--- config.mk ---
export PLATFORM = sky130hd
export DESIGN_NAME = layer_address_engine_flat
export DESIGN_NICKNAME = d
export VERILOG_FILES = /design/src/rtl/layer_address_engine_pkg.sv /design/src/rtl/layer_address_engine_if.sv /design/src/rtl/layer_address_engine_hit_check.sv /design/src/rtl/layer_address_engine.sv /design/src/flat_wrapper.sv
export SDC_FILE = /design/constraint.sdc
export NUM_CORES = 2
export LEC_CHECK = 0
export ABC_CLOCK_PERIOD_IN_PS = 14200
export BUFFER_PORTS_ARGS = -buffer_cell sky130_fd_sc_hd__buf_2
export CAP_MARGIN = 20
export CORE_MARGIN = 2
export CORE_UTILIZATION = 41
export DETAILED_ROUTE_END_ITERATION = 16
export PLACE_DENSITY = 0.66
export SYNTH_ARGS = -nofsm -noshare
export SYNTH_HDL_FRONTEND = slang
export SYNTH_SLANG_ARGS = --single-unit
--- constraint.sdc ---
create_clock -name clk -period 14.2 [get_ports clk]
set_input_delay 1.42 -clock clk [delete_from_list [all_inputs] [get_ports clk]]
set_output_delay 1.42 -clock clk [all_outputs]
set_load 0.02 [all_outputs]
--- src/rtl/layer_address_engine_pkg.sv ---
// gpu_layer_pkg: layer register block layout shared by the GPU units,
// the unpacked field struct, an unpack helper and the address engine
// state encoding.
package gpu_layer_pkg;

    localparam int LAYER_BLOCK_W       = 128;
    localparam int LAYER_POPULATED_BIT = 0;
    localparam int LAYER_SPRITE_BIT    = 1;
    localparam int LAYER_WIDTH_LSB     = 16;
    localparam int LAYER_HEIGHT_LSB    = 32;
    localparam int LAYER_XPOS_LSB      = 48;
    localparam int LAYER_YPOS_LSB      = 64;
    localparam int LAYER_NCHARS_LSB    = 96;
    localparam int LAYER_FIELD_W       = 16;
    localparam int LAYER_NCHARS_W      = 4;

    typedef struct packed {
        logic                      populated;
        logic                      is_sprite;
        logic [LAYER_FIELD_W-1:0]  width;
        logic [LAYER_FIELD_W-1:0]  height;
        logic [LAYER_FIELD_W-1:0]  xpos;
        logic [LAYER_FIELD_W-1:0]  ypos;
        logic [LAYER_NCHARS_W-1:0] nchars;
    } layer_fields_t;

    typedef enum logic [2:0] {
        ST_IDLE   = 3'd0,
        ST_CHECK  = 3'd1,
        ST_DIVIDE = 3'd2,
        ST_CALC   = 3'd3,
        ST_EMIT   = 3'd4
    } state_e;

    function automatic layer_fields_t unpack_layer(input logic [LAYER_BLOCK_W-1:0] blk);
        layer_fields_t f;
        f.populated = blk[LAYER_POPULATED_BIT];
        f.is_sprite = blk[LAYER_SPRITE_BIT];
        f.width     = blk[LAYER_WIDTH_LSB  +: LAYER_FIELD_W];
        f.height    = blk[LAYER_HEIGHT_LSB +: LAYER_FIELD_W];
        f.xpos      = blk[LAYER_XPOS_LSB   +: LAYER_FIELD_W];
        f.ypos      = blk[LAYER_YPOS_LSB   +: LAYER_FIELD_W];
        f.nchars    = blk[LAYER_NCHARS_LSB +: LAYER_NCHARS_W];
        return f;
    endfunction

endpackage

--- src/rtl/layer_address_engine_if.sv ---
// Request and result handshake bundle of the layer address engine.
//   master : pixel sequencer / fetch stage side (drives req_*, out_ready)
//   slave  : engine side (drives req_ready, out_*)
interface layer_address_engine_if #(
    parameter int COORD_W      = 16,
    parameter int IDX_W        = 2,
    parameter int RAM_ADDR_W   = 27,
    parameter int FLASH_ADDR_W = 30
);
    logic                    req_valid;
    logic                    req_ready;
    logic [COORD_W-1:0]      req_x;
    logic [COORD_W-1:0]      req_y;
    logic                    out_valid;
    logic                    out_ready;
    logic                    out_hit;
    logic                    out_last;
    logic [IDX_W-1:0]        out_layer;
    logic                    out_is_sprite;
    logic [COORD_W-1:0]      out_layer_x;
    logic [COORD_W-1:0]      out_layer_y;
    logic [RAM_ADDR_W-1:0]   out_ram_offset_bytes;
    logic [FLASH_ADDR_W-1:0] out_flash_offset_bits;

    modport master (
        output req_valid, req_x, req_y, out_ready,
        input  req_ready, out_valid, out_hit, out_last, out_layer, out_is_sprite,
               out_layer_x, out_layer_y, out_ram_offset_bytes, out_flash_offset_bits
    );

    modport slave (
        input  req_valid, req_x, req_y, out_ready,
        output req_ready, out_valid, out_hit, out_last, out_layer, out_is_sprite,
               out_layer_x, out_layer_y, out_ram_offset_bytes, out_flash_offset_bits
    );
endinterface

--- src/rtl/layer_address_engine_hit_check.sv ---
// layer_hit_check: combinational test of whether pixel (x,y) lies inside
// a layer. Font layers span width*nchars horizontally. All bounds are
// computed one bit wider than needed so a layer near the top of the
// coordinate range never wraps back to small coordinates.
//   inputs : layer fields, pixel x/y      output : hit
module layer_hit_check #(
    parameter int COORD_W = 16,
    parameter int CHAR_W  = 4
) (
    input  logic               populated,
    input  logic               is_sprite,
    input  logic [COORD_W-1:0] width,
    input  logic [COORD_W-1:0] height,
    input  logic [COORD_W-1:0] xpos,
    input  logic [COORD_W-1:0] ypos,
    input  logic [CHAR_W-1:0]  nchars,
    input  logic [COORD_W-1:0] x,
    input  logic [COORD_W-1:0] y,
    output logic               hit
);
    localparam int EXT_W = COORD_W + CHAR_W + 1;
    localparam int SUM_W = EXT_W + 1;

    logic [EXT_W-1:0] extent_w_s;
    logic [SUM_W-1:0] x_end_s;
    logic [SUM_W-1:0] y_end_s;

    // Extent, widened end coordinates and the hit decision
    always_comb begin
        extent_w_s = is_sprite ? EXT_W'(width) : EXT_W'(width) * EXT_W'(nchars);
        x_end_s    = SUM_W'(xpos) + SUM_W'(extent_w_s);
        y_end_s    = SUM_W'(ypos) + SUM_W'(height);
        hit        = populated
                  && (width  != {COORD_W{1'b0}})
                  && (height != {COORD_W{1'b0}})
                  && (is_sprite || (nchars != {CHAR_W{1'b0}}))
                  && (x >= xpos) && (SUM_W'(x) < x_end_s)
                  && (y >= ypos) && (SUM_W'(y) < y_end_s);
    end
endmodule

--- src/rtl/layer_address_engine.sv ---
// layer_address_engine: scans all layer blocks for one screen pixel and
// emits one result per covering layer (local coords + RAM byte offset for
// sprites or flash bit offset for fonts), or a single no-hit terminator.
//   clk, reset  : clock, synchronous active-high reset
//   layer_regs  : NUM_LAYERS flat 128-bit layer blocks (stable while busy)
//   bus         : request / result handshakes (slave side)
//   busy        : engine not idle
module layer_address_engine
    import gpu_layer_pkg::*;
#(
    parameter int NUM_LAYERS      = 4,
    parameter int COORD_W         = 16,
    parameter int CHAR_W          = 4,
    parameter int RAM_ADDR_W      = 27,
    parameter int FLASH_ADDR_W    = 30,
    parameter int BYTES_PER_PIXEL = 2,
    parameter int FIRST_HIT_ONLY  = 0
) (
    input  logic                          clk,
    input  logic                          reset,
    input  logic [NUM_LAYERS*128-1:0]     layer_regs,
    layer_address_engine_if.slave         bus,
    output logic                          busy
);
    localparam int IDX_W  = (NUM_LAYERS > 1) ? $clog2(NUM_LAYERS) : 1;
    localparam int PROD_W = CHAR_W + 2 * COORD_W + 2;
    localparam logic [IDX_W-1:0] LAST_IDX = IDX_W'(NUM_LAYERS - 1);

    state_e                  state_q, state_d;
    logic [IDX_W-1:0]        idx_q, idx_d;
    logic [COORD_W-1:0]      x_q, x_d, y_q, y_d, lx_q, lx_d, ly_q, ly_d;
    logic [CHAR_W-1:0]       char_q, char_d;
    logic                    hit_seen_q, hit_seen_d;
    logic                    req_ready_q, req_ready_d, busy_q, busy_d;
    logic                    out_valid_q, out_valid_d, out_hit_q, out_hit_d;
    logic                    out_last_q, out_last_d, out_spr_q, out_spr_d;
    logic [IDX_W-1:0]        out_layer_q, out_layer_d;
    logic [COORD_W-1:0]      out_lx_q, out_lx_d, out_ly_q, out_ly_d;
    logic [RAM_ADDR_W-1:0]   out_ram_q, out_ram_d;
    logic [FLASH_ADDR_W-1:0] out_flash_q, out_flash_d;

    layer_fields_t           cur_s;
    logic [COORD_W-1:0]      cur_w_s, cur_h_s, cur_x_s, cur_y_s, lx_hit_s, lx_sub_s;
    logic                    cur_hit_s, remaining_s;
    logic [NUM_LAYERS-1:0]   la_hit_s;
    logic [PROD_W-1:0]       sprite_prod_s, font_prod_s;

    assign cur_s   = unpack_layer(layer_regs[LAYER_BLOCK_W*idx_q +: LAYER_BLOCK_W]);
    assign cur_w_s = COORD_W'(cur_s.width);
    assign cur_h_s = COORD_W'(cur_s.height);
    assign cur_x_s = COORD_W'(cur_s.xpos);
    assign cur_y_s = COORD_W'(cur_s.ypos);

    layer_hit_check #(.COORD_W(COORD_W), .CHAR_W(CHAR_W)) u_check (
        .populated(cur_s.populated), .is_sprite(cur_s.is_sprite),
        .width(cur_w_s), .height(cur_h_s), .xpos(cur_x_s), .ypos(cur_y_s),
        .nchars(CHAR_W'(cur_s.nchars)), .x(x_q), .y(y_q), .hit(cur_hit_s)
    );

    // Lookahead checkers: one per layer, used to decide out_last on a hit
    for (genvar gi = 0; gi < NUM_LAYERS; gi++) begin : g_la
        layer_fields_t la_f;
        assign la_f = unpack_layer(layer_regs[LAYER_BLOCK_W*gi +: LAYER_BLOCK_W]);
        layer_hit_check #(.COORD_W(COORD_W), .CHAR_W(CHAR_W)) u_la (
            .populated(la_f.populated), .is_sprite(la_f.is_sprite),
            .width(COORD_W'(la_f.width)), .height(COORD_W'(la_f.height)),
            .xpos(COORD_W'(la_f.xpos)), .ypos(COORD_W'(la_f.ypos)),
            .nchars(CHAR_W'(la_f.nchars)), .x(x_q), .y(y_q), .hit(la_hit_s[gi])
        );
    end

    // Datapath helpers: remaining-hit lookahead, divide step, offset products
    always_comb begin
        remaining_s = 1'b0;
        for (int i = 0; i < NUM_LAYERS; i++) begin
            if (la_hit_s[i] && (i > int'(idx_q))) begin
                remaining_s = 1'b1;
            end else begin
                remaining_s = remaining_s;
            end
        end
        lx_hit_s      = x_q - cur_x_s;
        lx_sub_s      = lx_q - cur_w_s;
        sprite_prod_s = (PROD_W'(ly_q) * PROD_W'(cur_w_s) + PROD_W'(lx_q))
                      * PROD_W'(BYTES_PER_PIXEL);
        font_prod_s   = PROD_W'(char_q) * PROD_W'(cur_w_s) * PROD_W'(cur_h_s)
                      + PROD_W'(ly_q) * PROD_W'(cur_w_s) + PROD_W'(lx_q);
    end

    // Next-state and next-output logic
    always_comb begin
        state_d = state_q;   idx_d = idx_q;     x_d = x_q;       y_d = y_q;
        lx_d = lx_q;         ly_d = ly_q;       char_d = char_q; hit_seen_d = hit_seen_q;
        out_valid_d = out_valid_q; out_hit_d = out_hit_q; out_last_d = out_last_q;
        out_layer_d = out_layer_q; out_spr_d = out_spr_q;  out_lx_d = out_lx_q;
        out_ly_d = out_ly_q;       out_ram_d = out_ram_q;  out_flash_d = out_flash_q;
        case (state_q)
            ST_IDLE: begin
                if (bus.req_valid && req_ready_q) begin
                    x_d = bus.req_x;  y_d = bus.req_y;
                    idx_d = {IDX_W{1'b0}};  hit_seen_d = 1'b0;
                    state_d = ST_CHECK;
                end else begin
                    state_d = ST_IDLE;
                end
            end
            ST_CHECK: begin
                if (cur_hit_s) begin
                    lx_d = lx_hit_s;  ly_d = y_q - cur_y_s;  char_d = {CHAR_W{1'b0}};
                    // A font pixel already inside glyph 0 needs no divide step
                    if (cur_s.is_sprite || (lx_hit_s < cur_w_s)) begin
                        state_d = ST_CALC;
                    end else begin
                        state_d = ST_DIVIDE;
                    end
                end else if (idx_q != LAST_IDX) begin
                    idx_d = idx_q + IDX_W'(1);
                end else if (hit_seen_q) begin
                    state_d = ST_IDLE;
                end else begin
                    // No layer covered the pixel: emit the terminator
                    out_valid_d = 1'b1;  out_hit_d = 1'b0;  out_last_d = 1'b1;
                    out_layer_d = {IDX_W{1'b0}};  out_spr_d = 1'b0;
                    out_lx_d = {COORD_W{1'b0}};   out_ly_d = {COORD_W{1'b0}};
                    out_ram_d = {RAM_ADDR_W{1'b0}};  out_flash_d = {FLASH_ADDR_W{1'b0}};
                    state_d = ST_EMIT;
                end
            end
            ST_DIVIDE: begin
                lx_d = lx_sub_s;  char_d = char_q + CHAR_W'(1);
                if (lx_sub_s < cur_w_s) begin
                    state_d = ST_CALC;
                end else begin
                    state_d = ST_DIVIDE;
                end
            end
            ST_CALC: begin
                out_valid_d = 1'b1;  out_hit_d = 1'b1;
                out_last_d  = (FIRST_HIT_ONLY != 0) || !remaining_s;
                out_layer_d = idx_q;  out_spr_d = cur_s.is_sprite;
                out_lx_d    = lx_q;   out_ly_d  = ly_q;
                out_ram_d   = cur_s.is_sprite ? RAM_ADDR_W'(sprite_prod_s) : {RAM_ADDR_W{1'b0}};
                out_flash_d = cur_s.is_sprite ? {FLASH_ADDR_W{1'b0}} : FLASH_ADDR_W'(font_prod_s);
                state_d     = ST_EMIT;
            end
            ST_EMIT: begin
                if (bus.out_ready) begin
                    hit_seen_d = 1'b1;
                    out_valid_d = 1'b0;  out_hit_d = 1'b0;  out_last_d = 1'b0;
                    out_layer_d = {IDX_W{1'b0}};  out_spr_d = 1'b0;
                    out_lx_d = {COORD_W{1'b0}};   out_ly_d = {COORD_W{1'b0}};
                    out_ram_d = {RAM_ADDR_W{1'b0}};  out_flash_d = {FLASH_ADDR_W{1'b0}};
                    if (out_last_q) begin
                        state_d = ST_IDLE;
                    end else begin
                        idx_d = idx_q + IDX_W'(1);
                        state_d = ST_CHECK;
                    end
                end else begin
                    state_d = ST_EMIT;
                end
            end
            default: state_d = ST_IDLE;
        endcase
        req_ready_d = (state_d == ST_IDLE);
        busy_d      = (state_d != ST_IDLE);
    end

    // State and output registers with synchronous reset
    always_ff @(posedge clk) begin
        if (reset) begin
            state_q <= ST_IDLE;  idx_q <= '0;  x_q <= '0;  y_q <= '0;
            lx_q <= '0;  ly_q <= '0;  char_q <= '0;  hit_seen_q <= 1'b0;
            req_ready_q <= 1'b1;  busy_q <= 1'b0;
            out_valid_q <= 1'b0;  out_hit_q <= 1'b0;  out_last_q <= 1'b0;
            out_layer_q <= '0;  out_spr_q <= 1'b0;  out_lx_q <= '0;  out_ly_q <= '0;
            out_ram_q <= '0;  out_flash_q <= '0;
        end else begin
            state_q <= state_d;  idx_q <= idx_d;  x_q <= x_d;  y_q <= y_d;
            lx_q <= lx_d;  ly_q <= ly_d;  char_q <= char_d;  hit_seen_q <= hit_seen_d;
            req_ready_q <= req_ready_d;  busy_q <= busy_d;
            out_valid_q <= out_valid_d;  out_hit_q <= out_hit_d;  out_last_q <= out_last_d;
            out_layer_q <= out_layer_d;  out_spr_q <= out_spr_d;
            out_lx_q <= out_lx_d;  out_ly_q <= out_ly_d;
            out_ram_q <= out_ram_d;  out_flash_q <= out_flash_d;
        end
    end

    assign bus.req_ready             = req_ready_q;
    assign bus.out_valid             = out_valid_q;
    assign bus.out_hit               = out_hit_q;
    assign bus.out_last              = out_last_q;
    assign bus.out_layer             = out_layer_q;
    assign bus.out_is_sprite         = out_spr_q;
    assign bus.out_layer_x           = out_lx_q;
    assign bus.out_layer_y           = out_ly_q;
    assign bus.out_ram_offset_bytes  = out_ram_q;
    assign bus.out_flash_offset_bits = out_flash_q;
    assign busy                      = busy_q;
endmodule

--- src/flat_wrapper.sv ---
// flat-port wrapper written by rule: the top's interface ports become plain ports
module layer_address_engine_flat import gpu_layer_pkg::*;
#(
    parameter int NUM_LAYERS      = 4,
    parameter int COORD_W         = 16,
    parameter int CHAR_W          = 4,
    parameter int RAM_ADDR_W      = 27,
    parameter int FLASH_ADDR_W    = 30,
    parameter int BYTES_PER_PIXEL = 2,
    parameter int FIRST_HIT_ONLY  = 0
)
  (clk, reset, layer_regs, busy, bus_req_valid, bus_req_x, bus_req_y, bus_out_ready, bus_req_ready, bus_out_valid, bus_out_hit, bus_out_last, bus_out_layer, bus_out_is_sprite, bus_out_layer_x, bus_out_layer_y, bus_out_ram_offset_bytes, bus_out_flash_offset_bits);
  layer_address_engine_if #(.COORD_W(COORD_W), .IDX_W(2), .RAM_ADDR_W(RAM_ADDR_W), .FLASH_ADDR_W(FLASH_ADDR_W)) bus_i ();
  input  logic clk;
  input  logic reset;
  input  logic [NUM_LAYERS*128-1:0] layer_regs;
  output logic busy;
  input wire logic [$bits(bus_i.req_valid)-1:0] bus_req_valid;
  input wire logic [$bits(bus_i.req_x)-1:0] bus_req_x;
  input wire logic [$bits(bus_i.req_y)-1:0] bus_req_y;
  input wire logic [$bits(bus_i.out_ready)-1:0] bus_out_ready;
  output wire logic [$bits(bus_i.req_ready)-1:0] bus_req_ready;
  output wire logic [$bits(bus_i.out_valid)-1:0] bus_out_valid;
  output wire logic [$bits(bus_i.out_hit)-1:0] bus_out_hit;
  output wire logic [$bits(bus_i.out_last)-1:0] bus_out_last;
  output wire logic [$bits(bus_i.out_layer)-1:0] bus_out_layer;
  output wire logic [$bits(bus_i.out_is_sprite)-1:0] bus_out_is_sprite;
  output wire logic [$bits(bus_i.out_layer_x)-1:0] bus_out_layer_x;
  output wire logic [$bits(bus_i.out_layer_y)-1:0] bus_out_layer_y;
  output wire logic [$bits(bus_i.out_ram_offset_bytes)-1:0] bus_out_ram_offset_bytes;
  output wire logic [$bits(bus_i.out_flash_offset_bits)-1:0] bus_out_flash_offset_bits;
  assign bus_i.req_valid = bus_req_valid;
  assign bus_i.req_x = bus_req_x;
  assign bus_i.req_y = bus_req_y;
  assign bus_i.out_ready = bus_out_ready;
  assign bus_req_ready = bus_i.req_ready;
  assign bus_out_valid = bus_i.out_valid;
  assign bus_out_hit = bus_i.out_hit;
  assign bus_out_last = bus_i.out_last;
  assign bus_out_layer = bus_i.out_layer;
  assign bus_out_is_sprite = bus_i.out_is_sprite;
  assign bus_out_layer_x = bus_i.out_layer_x;
  assign bus_out_layer_y = bus_i.out_layer_y;
  assign bus_out_ram_offset_bytes = bus_i.out_ram_offset_bytes;
  assign bus_out_flash_offset_bits = bus_i.out_flash_offset_bits;
  layer_address_engine #(.NUM_LAYERS(NUM_LAYERS), .COORD_W(COORD_W), .CHAR_W(CHAR_W), .RAM_ADDR_W(RAM_ADDR_W), .FLASH_ADDR_W(FLASH_ADDR_W), .BYTES_PER_PIXEL(BYTES_PER_PIXEL), .FIRST_HIT_ONLY(FIRST_HIT_ONLY)) u_core (.clk(clk), .reset(reset), .layer_regs(layer_regs), .bus(bus_i), .busy(busy));
endmodule
==> impl_metrics.json <==
{
  "outcome": "finished clean",
  "ys_seq_area_share_pct": 6.797,
  "maxSlewHeadroom_pct": 20.66,
  "async_flop_share_pct": 0,
  "drt_first_pass_iters": 6,
  "postSynthCellCount": 6165,
  "worst_pin_slew_ns": 1.190,
  "core_um2": 121600,
  "hold_depth": 2,
  "post_cts_buffers": 0,
  "crit_family": "adder cells",
  "synth_top_family_by_area": "adder cells",
  "setup_viol": 0,
  "grt_pass1_vias": 45290,
  "multiInputGateArea_um2": 42000,
  "hpwl_mm": 146.1,
  "cts.path.max_buffers": 2,
  "reg2reg_depth": 38,
  "vdd_drop_max_v": 0.0001039,
  "grt_pass1_wl_mm": 270.3,
  "timing.critical_path.mode_cell": "fa_1",
  "fillerInstances": 12060,
  "finalNetCount": 8384,
  "io_buffer_count": 411,
  "r2r_start": "u_core.idx_q[0]$_SDFFE_PP0P_",
  "synth-compound-area-share_pct": 14.75,
  "hold_end": "u_core.ly_q[4]$_SDFFE_PP0P_",
  "cellLeakagePower_nw": 27.27,
  "post_drt_wl_per_cell_um": 21.98,
  "r2r_end": "u_core.bus.out_flash_offset_bits[29]$_SDFFE_PP0P_",
  "slowest_delay_ns": 0.72,
  "drt_iter0_drc": 3940,
  "max_freq_mhz": 79.84,
  "die_h_um": 353.5,
  "synthFlopType": "dfxtp_1",
  "start_kind": "input port",
  "routed_via_density": 5.647,
  "drv_slew": 0,
  "row_count": 128,
  "cts_root_buf": "clkbuf_16",
  "cp.required_ns": 14.63,
  "hold_path.startpoint": "u_core.ly_q[4]$_SDFFE_PP0P_",
  "final-hold-violation-count": 0,
  "cts_tree": "yes",
  "place_area_um2": 53970,
  "ys_warn_count": 0,
  "area_delta_synth_final_pct": 9.042,
  "most-common-layout-cells": "inv_1, nand2_1, ha_1, fa_1, buf_2",
  "ant_nets": 0,
  "htree_levels": 4,
  "die_w_um": 353.5,
  "grtUsageTotal_pct": 28.28,
  "cp-end-kind": "flip-flop",
  "drive_gt1_share_pct": 10.12,
  "hold_class": "reg -> reg",
  "arrival_ns": 12.96,
  "hold_ws_ns": 0.4599,
  "syn_area_per_cell_um2": 8.121,
  "antenna_found_initial": 25,
  "place_congestion": 1.004,
  "dieArea_um2": 124900,
  "fin_setup_tns_ns": 0,
  "initial_core_util_pct": 41.19,
  "path_max_fanout": 18,
  "grt-ovfl-total": 0,
  "numCtsBuffers": 17,
  "synthSimpleGateAreaFrac_pct": 17.03,
  "finalCriticalPeriod_ns": 12.53,
  "dp_slack_ns": 1.189,
  "fin_area_um2": 54590,
  "cts.sinks": 170,
  "ctsHoldBuffers": 0,
  "via_count": 45860,
  "final_common_cell": "inv_1",
  "crit_type": "in -> reg",
  "cts_resized": 0,
  "rsz0062_at_grt": "false",
  "clk_pin_slew_ns": 0.09,
  "p_per_area_nw_per_um2": 60.73,
  "synthAdderAreaFrac_pct": 43.49,
  "synth_edf_count": 0,
  "synth_xor_area_share_pct": 4.996,
  "routed_wl_mm": 178.4,
  "muxShareOfSynthArea_pct": 3.541,
  "synth_area_um2": 50070,
  "synth-seq-cells": 170,
  "yosys.cell_types.count": 81,
  "r2r_setup_slack_ns": 1.89,
  "fin_crit_sh_pct": 88.20,
  "timing.final.ws_setup_ns": 1.675,
  "timing.max_cap.violations": 0,
  "io_pins": 645,
  "clkLatencyLatePin_ns": 0.53,
  "skew_ns": 0.03130,
  "synth_fp_nets": 8077,
  "drcViolationCount": 0,
  "slowest_stage": "mux4_2",
  "grt_max_degree": 103,
  "timing.critical_path.buf_inv": 6,
  "final-seq-area_um2": 3411
}
==> worst max path at each step <==
stage / startpoint / slack [ns] / to / depth (start not counted)
final: layer_regs[273] / 1.67 / u_core.bus.out_flash_offset_bits[29]$_SDFFE_PP0P_ / 39
after detailed placement: layer_regs[276] / 1.19 / u_core.bus.out_flash_offset_bits[29]$_SDFFE_PP0P_ / 39
after global routing: layer_regs[276] / 1.19 / u_core.bus.out_flash_offset_bits[29]$_SDFFE_PP0P_ / 39
after CTS: layer_regs[276] / 1.77 / u_core.bus.out_flash_offset_bits[29]$_SDFFE_PP0P_ / 39
after floorplan: layer_regs[404] / 2.72 / u_core.bus.out_flash_offset_bits[29]$_SDFFE_PP0P_ / 39
after global placement: layer_regs[276] / 1.28 / u_core.bus.out_flash_offset_bits[29]$_SDFFE_PP0P_ / 39
==> logic make-up (layout without fill, tap and decap cells) <==
| family | Yosys count | count (layout) |
|---|---|---|
| buffers and inverters | 1226 | 1546 |
| adders and majority gates | 1364 | 1364 |
| AOI/OAI and AO/OA | 1193 | 1193 |
| xor gates and xnor gates | 284 | 284 |
| other | 1 | 11 |
| and+or+nand+nor | 1832 | 1832 |
| muxes | 95 | 95 |
| DFF | 170 | 170 |
==> routing by layer <==
metal	vias to the layer above	routed length, um	share of wire [%]	GRT usage, %
li1	20890	-	-	-
met1	22430	74170	42	37.80
met2	2112	76750	43	43.42
met3	407	18090	10	6.418
met4	22	9296	5.2	13.11
met5	-	143	0.080	0
==> sequential cells by signal, indices dropped and copies added, names as in the netlist, 2 cells and up <==
name / flops
u_core.bus.out_flash_offset_bits: 30
u_core.bus.out_layer: 2
u_core.x_q: 16
u_core.bus.out_layer_x: 16
u_core.state_q: 3
u_core.y_q: 16
u_core.char_q: 4
u_core.bus.out_layer_y: 16
u_core.ly_q: 16
u_core.lx_q: 16
u_core.idx_q: 2
u_core.bus.out_ram_offset_bytes: 26
==> per-stage QoR <==
stage | power, mW | util [%] | std cells
2_1_floorplan | 2.165 | - | 6165
3_3_place_gp | 2.730 | 44.40 | 8076
3_5_place_dp | 2.782 | 44.40 | 8076
4_1_cts | 3.288 | 44.87 | 8108
5_1_grt | 3.603 | 44.91 | 8117
6_report | 3.315 | 44.91 | 8120
==> cell usage after synthesis, types with 51 or more instances <==
| library cell | count | area share (%) |
|---|---|---|
| nand2b_1 | 76 | 0.95 |
| nand3_1 | 70 | 0.70 |
| mux4_2 | 64 | 2.9 |
| dfxtp_1 | 170 | 6.8 |
| a21oi_1 | 382 | 3.8 |
| and2_1 | 264 | 3.3 |
| a21o_1 | 136 | 2.0 |
| nor2_1 | 265 | 2.0 |
| ha_1 | 737 | 18 |
| o21ai_0 | 312 | 3.1 |
| xnor2_1 | 187 | 3.3 |
| clkbuf_1 | 177 | 1.3 |
| xor2_1 | 96 | 1.7 |
| inv_1 | 1008 | 7.6 |
| nand2_1 | 871 | 6.5 |
| o21a_1 | 51 | 0.76 |
| nor3_1 | 57 | 0.57 |
| fa_1 | 627 | 25 |
==> worst reg2reg max path: cells and delay by family (launching register included) <==
family	cells	cell delay [ns]
muxes	1	0.96
buffers and inverters	5	0.23
AOI/OAI and AO/OA	13	2.76
xor gates and xnor gates	2	0.64
adders and majority gates	13	6.21
DFF	1	0.80
and+or+nand+nor	4	0.62
==> final cells by class <==
type | instances | area share, %
clock inverter | 15 | 0.2727
inverter | 1012 | 6.958
clock buffer | 17 | 0.7792
multi-input combinational | 4769 | 76.93
sequential | 170 | 6.248
tap | 1625 | 3.724
antenna | 10 | 0.04584
timing repair buffer | 502 | 5.044
==> report_power, final <==
part	leakage, nW	switching (mW)	internal, mW	total, mW
logic	25.6	1.36	0.933	2.30
clock network	0.281	0.257	0.233	0.490
registers	1.38	0.0405	0.487	0.527
total	27.3	1.66	1.65	3.32
No activity file was read; power rests on OpenSTA's default activity.
